`src/rtl/addr_mult_ctrl.sv`:
```
// Two-requester front end for a shared, fully pipelined multiplier: round-robin grant,
// per-register reservation scoreboard and a tag pipeline that times the A-register writeback.
module addr_mult_ctrl #(
  parameter int LATENCY = 6,
  parameter int TAG_W   = 3
) (
  input  logic                  clk,
  input  logic                  rst,
  input  logic                  req0_valid,
  input  logic [23:0]           req0_aj,
  input  logic [23:0]           req0_ak,
  input  logic [TAG_W-1:0]      req0_tag,
  output logic                  req0_ready,
  input  logic                  req1_valid,
  input  logic [23:0]           req1_aj,
  input  logic [23:0]           req1_ak,
  input  logic [TAG_W-1:0]      req1_tag,
  output logic                  req1_ready,
  output logic [23:0]           mul_aj,
  output logic [23:0]           mul_ak,
  input  logic [23:0]           mul_result,
  output logic                  wb_valid,
  output logic [TAG_W-1:0]      wb_tag,
  output logic                  wb_src,
  output logic [23:0]           wb_data,
  output logic [2**TAG_W-1:0]   resv,
  output logic [3:0]            inflight
);

  localparam int NREG = 2**TAG_W;

  logic [NREG-1:0]    resv_q, resv_d;
  logic [3:0]         inflight_q, inflight_d;
  logic               ptr_q, ptr_d;
  logic [LATENCY-1:0] pipe_vld_q;
  logic [LATENCY-1:0] pipe_src_q;
  logic [TAG_W-1:0]   pipe_tag_q [LATENCY];

  logic               elig0, elig1, gnt0, gnt1, any_gnt;
  logic [TAG_W-1:0]   gnt_tag;

  always_comb begin
    elig0   = req0_valid & ~resv_q[req0_tag];
    elig1   = req1_valid & ~resv_q[req1_tag];
    // ptr_q names the requester favoured when both are eligible.
    gnt0    = ~rst & elig0 & (~elig1 | ~ptr_q);
    gnt1    = ~rst & elig1 & (~elig0 | ptr_q);
    any_gnt = gnt0 | gnt1;
    gnt_tag = gnt1 ? req1_tag : req0_tag;

    req0_ready = gnt0;
    req1_ready = gnt1;
    mul_aj     = gnt0 ? req0_aj : (gnt1 ? req1_aj : '0);
    mul_ak     = gnt0 ? req0_ak : (gnt1 ? req1_ak : '0);

    wb_valid = ~rst & pipe_vld_q[LATENCY-1];
    wb_tag   = wb_valid ? pipe_tag_q[LATENCY-1] : '0;
    wb_src   = wb_valid & pipe_src_q[LATENCY-1];
    wb_data  = mul_result;

    // Clear before set: a granted tag can never equal the retiring one (it is still reserved).
    resv_d = resv_q;
    if (wb_valid) resv_d[wb_tag] = 1'b0;
    if (any_gnt)  resv_d[gnt_tag] = 1'b1;

    inflight_d = inflight_q;
    if (any_gnt && !wb_valid)      inflight_d = inflight_q + 4'd1;
    else if (!any_gnt && wb_valid) inflight_d = inflight_q - 4'd1;

    ptr_d = any_gnt ? ~gnt1 : ptr_q;

    resv     = resv_q;
    inflight = inflight_q;
  end

  always_ff @(posedge clk) begin
    if (rst) begin
      resv_q     <= '0;
      inflight_q <= '0;
      ptr_q      <= 1'b0;
      pipe_vld_q <= '0;
      pipe_src_q <= '0;
      for (int i = 0; i < LATENCY; i++) pipe_tag_q[i] <= '0;
    end else begin
      resv_q     <= resv_d;
      inflight_q <= inflight_d;
      ptr_q      <= ptr_d;
      // Issue stage: the grant enters the tag pipeline alongside the multiplier operands.
      pipe_vld_q[0] <= any_gnt;
      pipe_src_q[0] <= gnt1;
      pipe_tag_q[0] <= any_gnt ? gnt_tag : '0;
      for (int i = 1; i < LATENCY; i++) begin
        pipe_vld_q[i] <= pipe_vld_q[i-1];
        pipe_src_q[i] <= pipe_src_q[i-1];
        pipe_tag_q[i] <= pipe_tag_q[i-1];
      end
    end
  end

endmodule

```
`config.mk`:
```
export PLATFORM = sky130hd
export DESIGN_NAME = addr_mult_ctrl
export DESIGN_NICKNAME = d
export VERILOG_FILES = /design/src/rtl/addr_mult_ctrl.sv
export SDC_FILE = /design/constraint.sdc
export NUM_CORES = 1
export LEC_CHECK = 0
export BUFFER_PORTS_ARGS = -buffer_cell sky130_fd_sc_hd__buf_2
export CAP_MARGIN = 20
export CORE_AREA = 2 2 85 87
export CTS_BUF_LIST = sky130_fd_sc_hd__clkbuf_2
export CTS_CLUSTER_DIAMETER = 120
export DETAILED_ROUTE_END_ITERATION = 10
export DIE_AREA = 0 0 87 89
export PLACE_DENSITY = 0.76
export SLEW_MARGIN = 15
export SYNTH_ARGS = -nofsm -noshare
export SYNTH_HDL_FRONTEND = slang
export SYNTH_SLANG_ARGS = --single-unit
```
`constraint.sdc`:
```
create_clock -name clk -period 4.1 [get_ports clk]
set_input_delay 0.41 -clock clk [delete_from_list [all_inputs] [get_ports clk]]
set_output_delay 0.41 -clock clk [all_outputs]
set_load 0.03 [all_outputs]
```
==> summary.md, run 1 <==
| Metric | Value |
|---|---|
| Number of unique standard cell types used by synthesis | 34 |
| Worst skew pair latency | roughly 400 ps |
| WL final | roughly 7700 um |
| Maximum fanout along the worst path | 6 |
| Synthesized area | approximately 0.0024 mm2 |
| Worst path cell trace | mux2i_1, mux4_2, a311o_1, a21oi_1, ha_1, inv_1, ha_1, a21o_1, a21oi_1, xnor2_1, or3_1, a21oi_1 |
| Post CTS Setup Buffer Count | 0 |
| Worst rel slew slack | 0.505 |
| Crit path max-delay cell type | mux4_2 |
| Fill cells | 678 |
| Top delay family on crit path | compound AO/OA/AOI/OAI gates |
| Crit Path Class | reg -> reg |
| Flops & latches, synth | 43 |
| CP required | about 4400 ps |
| Final Skew | approximately 13 ps |
| Max Root-Sink Buffers | 2 |
| CTS root buffer | clkbuf_2 |
| Status | finished, final reports clean |
| Pre-CTS WS | roughly 530 ps |
| TritonCTS clock tree | yes |
| RSZ-0062 raised after global routing | no |
| Primary FF master, synth | dfxtp_1 |
| Synthesis warning total | 0 |
| Via count | ~2400 |
| Largest stage delay on the critical path | approximately 530 ps |
| Final setup fails | 0 |
| Sequential share of the synthesized area | 0.364 |
| Htree depth | 2 |
| Mapped Cells | 251 |
| Leading area contributor after synthesis | dfxtp_1 |
| Ant diodes | 0 |
| Worst Tran Pin Value | about 740 ps |
| Worst path bufs/invs | 1 |
| Final hold violation count | 0 |
| Async SR Flop Fraction | 0 |
| Via-to-Cell Ratio | between 5 and 6 |
| Final Power | about 1.0 mW |
| Largest net degree at the start of global routing | 52 |
| Synth area leaders | dfxtp_1 (36%), a22o_1 (19%), buf_4 (9.5%) |
| Avg Inst Size Synth | 9.42 um2 |
| CP Launch Type | register |
| IO Count | ~220 |
| Period minus WS final | 3470 ps |
| Setup_tns | 0 ps |
| Lkg Pwr | roughly 1.7 nW |
| Crit end category | register |
| Row count | 30 |
| Clock tree sinks | 43 |
| Hold WC Path Type | in -> reg |
| Initial antenna violation count | 0 |
| DRT Pass-1 Iters | 7 |
| Area Growth Syn to Fin | 33.0% |
| Fmax | ~290 MHz |
| Footprint of the multi-input gates | ~0.0012 mm2 |
| Syn_nets | 385 |
| Fin. max-slew vios | 0 |
| GR Util All Layers | 0.175 |
| TritonCTS buffer count | 5 |
| Final setup margin | 634 ps |
| # port buffers | about 170 |
| Post-cts resize count | 0 |
| Sequential cell area | about 860 um2 |
| Core ar. | 0.00672 mm2 |
| DIE AREA | slightly below 0.008 mm2 |
| Gpl congestion | 0.792 |
| Final instance area | ~0.0031 mm2 |
| DRC viols | 0 |
| VDD IR max | between 0.15 and 0.2 mV |
| DPL Wire Length | between 6000 and 7000 um |
| First-pass GRT wire length | 10500 um |
| Clock transition at path regs | roughly 220 ps |
| Fin crit share | 0.845 |
| Detailed Route Iter0 Violations | around 180 |
| Hold_sp | req0_valid |
| Die Wd | 87 um |
| Hold_buf cts | 0 |
| Starting density of the core | 0.352 |
| Max-cap violation count | 0 |
| Die H | 89 um |
| DP Area | ~0.0031 mm2 |
| # nets final | ~530 |
| Post-synth EDFFs | 0 |
| GRT overflow | 0 |
| Power Dens Cells | approximately 320 mW/mm2 |
| Top-area cell type share of the netlist area | 0.364 |
| DRT antenna net count | 0 |
| Worst R2R Start | resv[3] |
| Drt wl/cell | 16.3 um |
| Share of cells above drive strength 1 | 0.481 |
| Setup crit start | resv[3] |
| Critical Path AT | roughly 3800 ps |
| Vias in the first global route | about 2100 |
| Most used cell, CP | a21oi_1 |
## cell type report
| class | instances | share of cell area |
|---|---|---|
| repair buffers | 174 | 0.283 |
| flip-flops and latches | 43 | 0.274 |
| clock buffers | 5 | 0.00796 |
| clock inverters | 3 | 0.00756 |
| multi-input cells | 156 | 0.382 |
| inverters | 12 | 0.0143 |
| well taps | 80 | 0.0318 |
## flip-flops by register name (all words and copies together), names as in the netlist
| signal | cells |
|---|---|
| inflight | 4 |
| pipe_tag_q | 18 |
| pipe_src_q | 6 |
| resv | 8 |
| ptr_q | 1 |
| pipe_vld_q | 6 |
## where the power goes
group | switching (mW) | internal, mW | total [mW]
clock network | 0.140 | 0.0437 | 0.184
logic | 0.231 | 0.147 | 0.377
registers | 0.0160 | 0.441 | 0.457
## worst min-delay path: stages
cell and delay (ps):
buf_2 130, nand3_1 90, a21oi_1 60
## worst paths after layout
check | to | slack, ps | cells after the start
min | ptr_q | 290 | 3
max reg2reg | inflight[3] | 630 | 12
min reg2reg | pipe_vld_q[4] | 450 | 1
max | inflight[3] | 630 | 12
## Yosys cell counts, drive strengths merged (2+ instances only)
cell type,n
a21oi,6
o32ai,2
and2,3
clkbuf,7
o22ai,2
ha,3
dfxtp,43
mux2,3
nor2,11
inv,12
o311ai,3
mux2i,8
a22o,50
buf,33
xnor2,2
mux4,2
o21ai,8
nand3,7
nand2,8
nor2b,30
## cells by family after synthesis
logic type	count (synthesis)	share of synthesized area
flip-flops	43	0.364
AND/OR/NAND/NOR	62	0.149
adder cells (fa/ha/maj)	4	0.0243
XOR/XNOR	3	0.0111
AO/OA/AOI/OAI	74	0.253
multiplexers	13	0.0672
buffers and inverters	52	0.131
## per-layer routing
metal	GRT usage	share of wire
met5	0	0
met4	0.0497	0.016
met3	0.0600	0.11
met2	0.280	0.47
met1	0.224	0.40
## through the flow
| stage | cells | utilization | hold slack, ps |
|---|---|---|---|
| 2_1_floorplan | 251 | - | 414 |
| 3_3_place_gp | 464 | 0.458 | 419 |
| 3_5_place_dp | 464 | 0.458 | 425 |
| 4_1_cts | 472 | 0.465 | 259 |
| 5_1_grt | 473 | 0.468 | 241 |
| 6_report | 473 | 0.468 | 285 |
## cells in the final DEF (no fill, tap or decap), types with 7 or more instances in the layout
| cell | synthesis | routed |
|---|---|---|
| nand3_1 | 7 | 7 |
| mux2i_1 | 8 | 8 |
| a22o_1 | 50 | 50 |
| inv_1 | 12 | 12 |
| buf_2 | 2 | 172 |
| nor2b_1 | 30 | 30 |
| nor2_1 | 10 | 9 |
| nand2_1 | 8 | 8 |
| dfxtp_1 | 43 | 43 |
No activity file was read; power rests on OpenSTA's default activity.
==> inputs of run 2 (changes only) <==
- ABC_AREA: unset -> 1
- CORE_AREA: 2 2 85 87 -> unset
- CORE_ASPECT_RATIO: unset -> 0.9
- CORE_MARGIN: unset -> 2
- CORE_UTILIZATION: unset -> 39
- DIE_AREA: 0 0 87 89 -> unset
- PLACE_DENSITY: 0.76 -> 0.83
- clock period: 4.1 -> 3.5 ns (I/O delays scaled with it)
==> run 2 against run 1 <==
  * Final cell count up 15%
  * Cell area rose by 3.9%
  * Area after synthesis rose by 5.8%
  * Critical path depth down 4
  * Clock-buffer cell count unchanged
  * Sequential cell count did not move
  * Hold slack improved by 19 ps
  * Clock power up 18%
  * Global-route usage rose by 9.2 points
  * Non-clock buffer count decreased by 1
  * Sequential power increased by 17%
  * Clock skew up 14 ps
==> summary.md, run 2 <==
| Metric | Value |
|---|---|
| Sequential cell area | approximately 860 um2 |
| Largest family of logic cells by synthesized area | compound AO/OA/AOI/OAI gates |
| TritonCTS clock tree | yes |
| Synth area leaders | dfxtp_1 (34%), a22o_1 (17%), buf_4 (7.5%) |
| CP Launch Type | register |
| Clock tree sinks | 43 |
| Syn_nets | 448 |
| Adder-Cell Fraction of Synth Area | 0.0230 |
| Flop pwr share | 0.455 |
| Final setup fails | 0 |
| Switching Share | 0.387 |
| TritonCTS buffer count | 5 |
| Synthesized area | 0.00250 mm2 |
| Mux contribution to synthesized area | 0 |
| Lkg Pwr | 1.74 nW |
| RSZ-0062 raised after global routing | no |
| Async SR Flop Fraction | 0 |
| Clock transition at path regs | around 220 ps |
| First-pass GRT wire length | around 13000 um |
| Initial antenna violation count | 1 |
| Primary FF master, synth | dfxtp_1 |
| Critical Path AT | about 2500 ps |
| Htree depth | 2 |
| Via-to-Cell Ratio | just under 5 |
| WL final | slightly above 10000 um |
| Post-cts resize count | 0 |
| IO Count | 221 |
| Max Root-Sink Buffers | 2 |
| Avg Inst Size Synth | between 7 and 8 um2 |
| Period minus WS final | between 2000 and 3000 ps |
| Detailed Route Iter0 Violations | about 120 |
| Reg2reg end | inflight[3] |
| P_sw | 0.455 mW |
| Hold WC Path Type | in -> reg |
| Hold Crit Depth | 3 |
| Post-synthesis simple-gate area fraction | 0.221 |
| Core ar. | ~0.0061 mm2 |
| Fin crit share | 0.821 |
| Footprint of the multi-input gates | between 0.001 and 0.0015 mm2 |
| Worst skew pair latency | 420 ps |
| DRT Pass-1 Iters | 4 |
| Crit end category | output pin |
| Vias in the first global route | ~2400 |
| Internal Power | just over 0.7 mW |
| Via count | between 2000 and 3000 |
| Top-area cell type share of the netlist area | 0.344 |
| Max-cap violation count | 0 |
| Final Skew | around 26 ps |
| Most frequent cells after synthesis | a22o_1 (48), dfxtp_1 (43), nand2_1 (42) |
| Sequential share of the synthesized area | 0.344 |
| Number of unique standard cell types used by synthesis | 33 |
| Area Growth Syn to Fin | 30.5% |
| Combinational power share | 0.360 |
| Top reg by flops | pipe_tag_q |
| Fin. max-slew vios | 0 |
| Flops & latches, synth | between 40 and 50 |
| Final hold violation count | 0 |
| Max FFs per register | 18 |
| Synthesis warning total | 0 |
| DIE AREA | ~0.0071 mm2 |
| CP required | about 3200 ps |
| Starting density of the core | 0.407 |
| Hold_sp | req0_tag[0] |
| R2r setup slk | between 800 and 900 ps |
| Final Power | around 1.2 mW |
| GR Util All Layers | 0.267 |
| DRT antenna net count | 0 |
| Maximum fanout along the worst path | 49 |
| # nets final | ~600 |
| Mapped Cells | ~310 |
| Power Dens Cells | about 360 mW/mm2 |
| Die Wd | approximately 90 um |
| VDD IR max | roughly 0.28 mV |
| Post-synth EDFFs | 0 |
| Drt wl/cell | approximately 18 um |
| Row count | 27 |
| DPL Wire Length | around 8500 um |
| Fill cells | roughly 610 |
| Die H | between 70 and 80 um |
| Hold_buf cts | 0 |
| Share of cells above drive strength 1 | 0.449 |
| Post CTS Setup Buffer Count | 0 |
| Most frequent cell after synthesis | a22o_1 |
| Setup_tns | 0 ps |
| Crit path capture | mul_aj[0] |
| GRT overflow | 0 |
| Synth Area in XOR/XNOR | 0.0105 |
| Status | finished, final reports clean |
| Worst R2R Start | resv[7] |
| Fmax | ~350 MHz |
| Clock power share | 0.186 |
| Crit Path Class | reg -> out |
| Worst Tran Pin Value | 797 ps |
| Setup crit start | resv[7] |
| Largest net degree at the start of global routing | 50 |
| Worst Reg2Reg Path Length in Cells | 15 |
| Compound-cell area share of the yosys netlist | 0.227 |
| # port buffers | 172 |
| Leading area contributor after synthesis | dfxtp_1 |
| Commonest cells after routing, fill and taps aside | buf_2 (172), a22o_1 (48), dfxtp_1 (43) |
| DRC viols | 0 |
| Gpl congestion | approximately 0.95 |
| CTS root buffer | clkbuf_2 |
| Most common cell after layout, fill and taps aside | buf_2 |
| Worst rel slew slack | 0.468 |
==> run 2: changes by cell type after synthesis, moves of 5 or more <==
cell	previous run	this run
nand2_1	8	42
nor2_1	10	40
nor2b_1	30	0
inv_1	12	40
mux2i_1	8	0
nand3_1	7	14
buf_2	2	7
buf_4	30	25
clkbuf_1	7	2
nand3_2	0	5
o21ai_0	2	7
==> run 2: layout make-up <==
class / count / area share
clock buffers: 5 / 0.00766
clock inverters: 3 / 0.00728
well taps: 87 / 0.0333
flip-flops and latches: 43 / 0.264
multi-input cells: 188 / 0.368
inverters: 45 / 0.0525
diodes: 2 / 0.00153
repair buffers: 173 / 0.266
==> run 2: kinds of logic after synthesis <==
family / after synthesis
compound gates: 69
buf+inv: 83
fa+ha+maj: 4
flops: 43
simple gates: 112
xor+xnor: 3
==> run 2: through the flow <==
stage               hold slack (ps)  area (um2)  setup WS (ps)  std cells   util
global placement                391        3210            869        536  0.522
global route                    303        3260            495        545  0.531
detailed placement              395        3210            770        536  0.522
floorplan                       388        2500           1050        314      -
finish                          304        3270            625        546  0.531
CTS                             284        3260            622        544  0.530
==> run 2: worst min path at each step <==
stage	end	slack (ps)
global route	ptr_q	300
floorplan	pipe_src_q[1]	390
global placement	pipe_tag_q[0][12]	390
CTS	inflight[0]	280
finish	pipe_tag_q[0][0]	300
detailed placement	pipe_vld_q[1]	400
==> run 2: critical path, cell delays in order (launching register included) <==
cell,delay (ps)
dfxtp_1,460
nand2_1,80
nand3_1,100
nand3_2,110
nand4_1,140
nand2_2,120
inv_2,600
a22o_1,290
buf_2,210
==> run 2: power groups by stage <==
| stage | combinational [mW] | sequential [mW] | clock [mW] |
|---|---|---|---|
| 6_report | 0.423 | 0.534 | 0.218 |
| 4_1_cts | 0.422 | 0.535 | 0.225 |
| 3_5_place_dp | 0.421 | 0.544 | 0 |
| 5_1_grt | 0.456 | 0.538 | 0.238 |
| 3_3_place_gp | 0.414 | 0.544 | 0 |
| 2_1_floorplan | 0.310 | 0.563 | 0 |
==> run 2: routing by layer <==
| metal | vias up | share of wire | track usage |
|---|---|---|---|
| met4 | 2 | 0.033 | 0.0894 |
| li1 | 1305 | - | - |
| met5 | - | 0.0041 | 0.0579 |
| met3 | 22 | 0.086 | 0.0796 |
| met1 | 1199 | 0.35 | 0.280 |
| met2 | 139 | 0.52 | 0.495 |
==> inputs of run 3 (changes only) <==
- CORE_UTILIZATION: 39 -> 35
- PLACE_DENSITY: 0.83 -> 0.78
- clock period: 3.5 -> 2.5 ns (I/O delays scaled with it)
==> run 3 against run 2 <==
  * Via count rose by 4.3%
  * Global-route usage decreased by 3.4 points
  * Total power grew 54%
  * Clock power grew 80%
  * Largest power group unchanged
  * Critical path depth increased by 2
  * Largest cell class unchanged
  * Critical path type unchanged
  * Non-clock buffer count rose by 15
  * Clock-buffer cell count is the same
  * Cell area is 11% higher
  * Final cell count increased by 3.5%
  * Highest routed layer is now met4
==> summary.md, run 3 (same netlist as run 2, synthesis figures left out) <==
| Metric | Value |
|---|---|
| Status | finished, final reports clean |
| Htree depth | 2 |
| Via-to-Cell Ratio | between 4 and 5 |
| Fin crit share | 0.964 |
| # port buffers | between 150 and 200 |
| Final setup fails | 0 |
| Drt wl/cell | roughly 17 um |
| Commonest cells after routing, fill and taps aside | buf_2 (152), a22o_1 (47), nand2_1 (42) |
| Fill cells | ~690 |
| WL final | just under 10000 um |
| Most common cell after layout, fill and taps aside | buf_2 |
| Crit path max-delay cell type | dfxtp_4 |
| Starting density of the core | 0.357 |
| DIE AREA | a little under 0.008 mm2 |
| Max Root-Sink Buffers | 2 |
| Largest stage delay on the critical path | 410 ps |
| Fmax | roughly 420 MHz |
| Clock tree sinks | 43 |
| Top reg by flops | pipe_tag_q |
| Top delay family on crit path | buffers and inverters |
| Critical Path AT | between 2000 and 2500 ps |
| Max FFs per register | 18 |
| Period minus WS final | 2410 ps |
| CP required | roughly 2300 ps |
| DRC viols | 0 |
| # nets final | a little over 600 |
| Final hold violation count | 0 |
| Lkg Pwr | around 1.9 nW |
| Core ar. | around 0.0070 mm2 |
| Clock transition at path regs | between 200 and 250 ps |
| DRT antenna net count | 0 |
| Ant diodes | 0 |
| Row count | 29 |
| Hold WC Path Type | in -> reg |
| Post-Layout Cell Count | about 570 |
| Die H | 84.2 um |
| Share of cells above drive strength 1 | 0.498 |
| Worst Tran Pin Value | 363 ps |
| DRT Pass-1 Iters | 4 |
| Gpl congestion | 0.957 |
| Power Dens Cells | around 500 mW/mm2 |
| RSZ-0062 raised after global routing | yes |
| GRT overflow | 0 |
| Crit Path Class | reg -> out |
| Worst path bufs/invs | 4 |
| Dpl cells | ~550 |
| Fin. max-slew vios | 0 |
| Worst skew pair latency | ~400 ps |
| TritonCTS clock tree | yes |
| Worst hold margin | ~200 ps |
| Max-cap violation count | 0 |
| Via count | 2783 |
| Maximum fanout along the worst path | 23 |
| First-pass GRT wire length | roughly 14000 um |
| Area Growth Syn to Fin | 44.3% |
| CTS root buffer | clkbuf_2 |
| IO Count | 221 |
| VDD IR max | ~0.47 mV |
| Die Wd | a little over 90 um |
| TritonCTS buffer count | 5 |
| CP Launch Type | register |
| Detailed Route Iter0 Violations | 154 |
| DPL Wire Length | ~8000 um |
| Worst path cell trace | nand2_1, nand3_1, nand3_2, nand4_4, nand2_4, buf_12, clkinv_16, clkbuf_16, a22o_1, clkbuf_4 |
| Largest net degree at the start of global routing | 50 |
| Crit end category | output pin |
| GR Util All Layers | 0.233 |
| Worst rel slew slack | 0.755 |
| Hold_buf cts | 0 |
| Vias in the first global route | 2522 |
| Final Skew | around 7.3 ps |
| Initial antenna violation count | 0 |
## run 3: changes by cell type in the layout (fill, tap and decap cells not counted), moves of 3 or more
cell      change
dfxtp_4       +3
buf_2        -20
dfxtp_2       +5
clkbuf_4      +8
buf_4        +19
dfxtp_1       -8
buf_12        +3
buf_6         +3
## run 3: path summary, 6_finish.rpt
| check | startpoint | end | slack [ps] | depth (start not counted) |
|---|---|---|---|---|
| setup / recovery | resv[5] | mul_ak[15] | 90 | 10 |
| hold / removal | req0_tag[0] | pipe_tag_q[0][0] | 200 | 3 |
| setup reg to reg | resv[5] | inflight[3] | 210 | 15 |
| hold reg to reg | pipe_tag_q[0][13] | pipe_tag_q[0][16] | 420 | 2 |
## run 3: repair_timing
action,4_1_cts,5_1_grt
buffers inserted,0,4
pin swaps,0,3
gates cloned,0,2
resized for setup,8,50
endpoints found under the setup margin,30,44
## run 3: area by class of cell
cell class | count | area [um2] | share of cell area
multi-input cells | 188 | 1240 | 0.343
clock inverters | 3 | 43.8 | 0.0121
repair buffers | 188 | 1110 | 0.309
inverters | 45 | 195 | 0.0540
clock buffers | 5 | 25.0 | 0.00693
flip-flops and latches | 43 | 878 | 0.243
well taps | 93 | 116 | 0.0322
## run 3: report_power, final
part	internal [mW]	switching, mW	leakage, nW
Combinational	0.273	0.398	1.48
Sequential	0.721	0.0270	0.355
Clock	0.169	0.224	0.0429
## run 3: per-layer routing
metal | wire, um | GRT usage
met2 | 4730 | 0.384
met3 | 867 | 0.0709
met4 | 359 | 0.0989
met5 | 0 | 0
met1 | 3860 | 0.283
## run 3: worst register-to-register path, stage by stage (launching register included)
cell      delay, ps
dfxtp_4         410
nand2_1          70
nand3_1         100
nand3_2         110
nand3_1         100
nor2_2          100
nand2_2         100
nand2_4          90
ha_2            190
inv_2            70
ha_1            260
and3_1          170
a211oi_2        170
xor2_1          160
nand2_1          70
a21oi_1         110
## run 3: through the flow
stage	setup TNS (ps)	setup slack, ps	cell area [um2]	util	power [mW]
floorplan	0	51.0	2500	-	1.22
global placement	0	57.3	3310	0.473	1.36
detailed placement	-28.2	-28.2	3310	0.473	1.37
CTS	0	9.13	3400	0.485	1.77
global route	-28.1	-19.4	3610	0.516	1.91
finish	0	90.8	3610	0.516	1.81
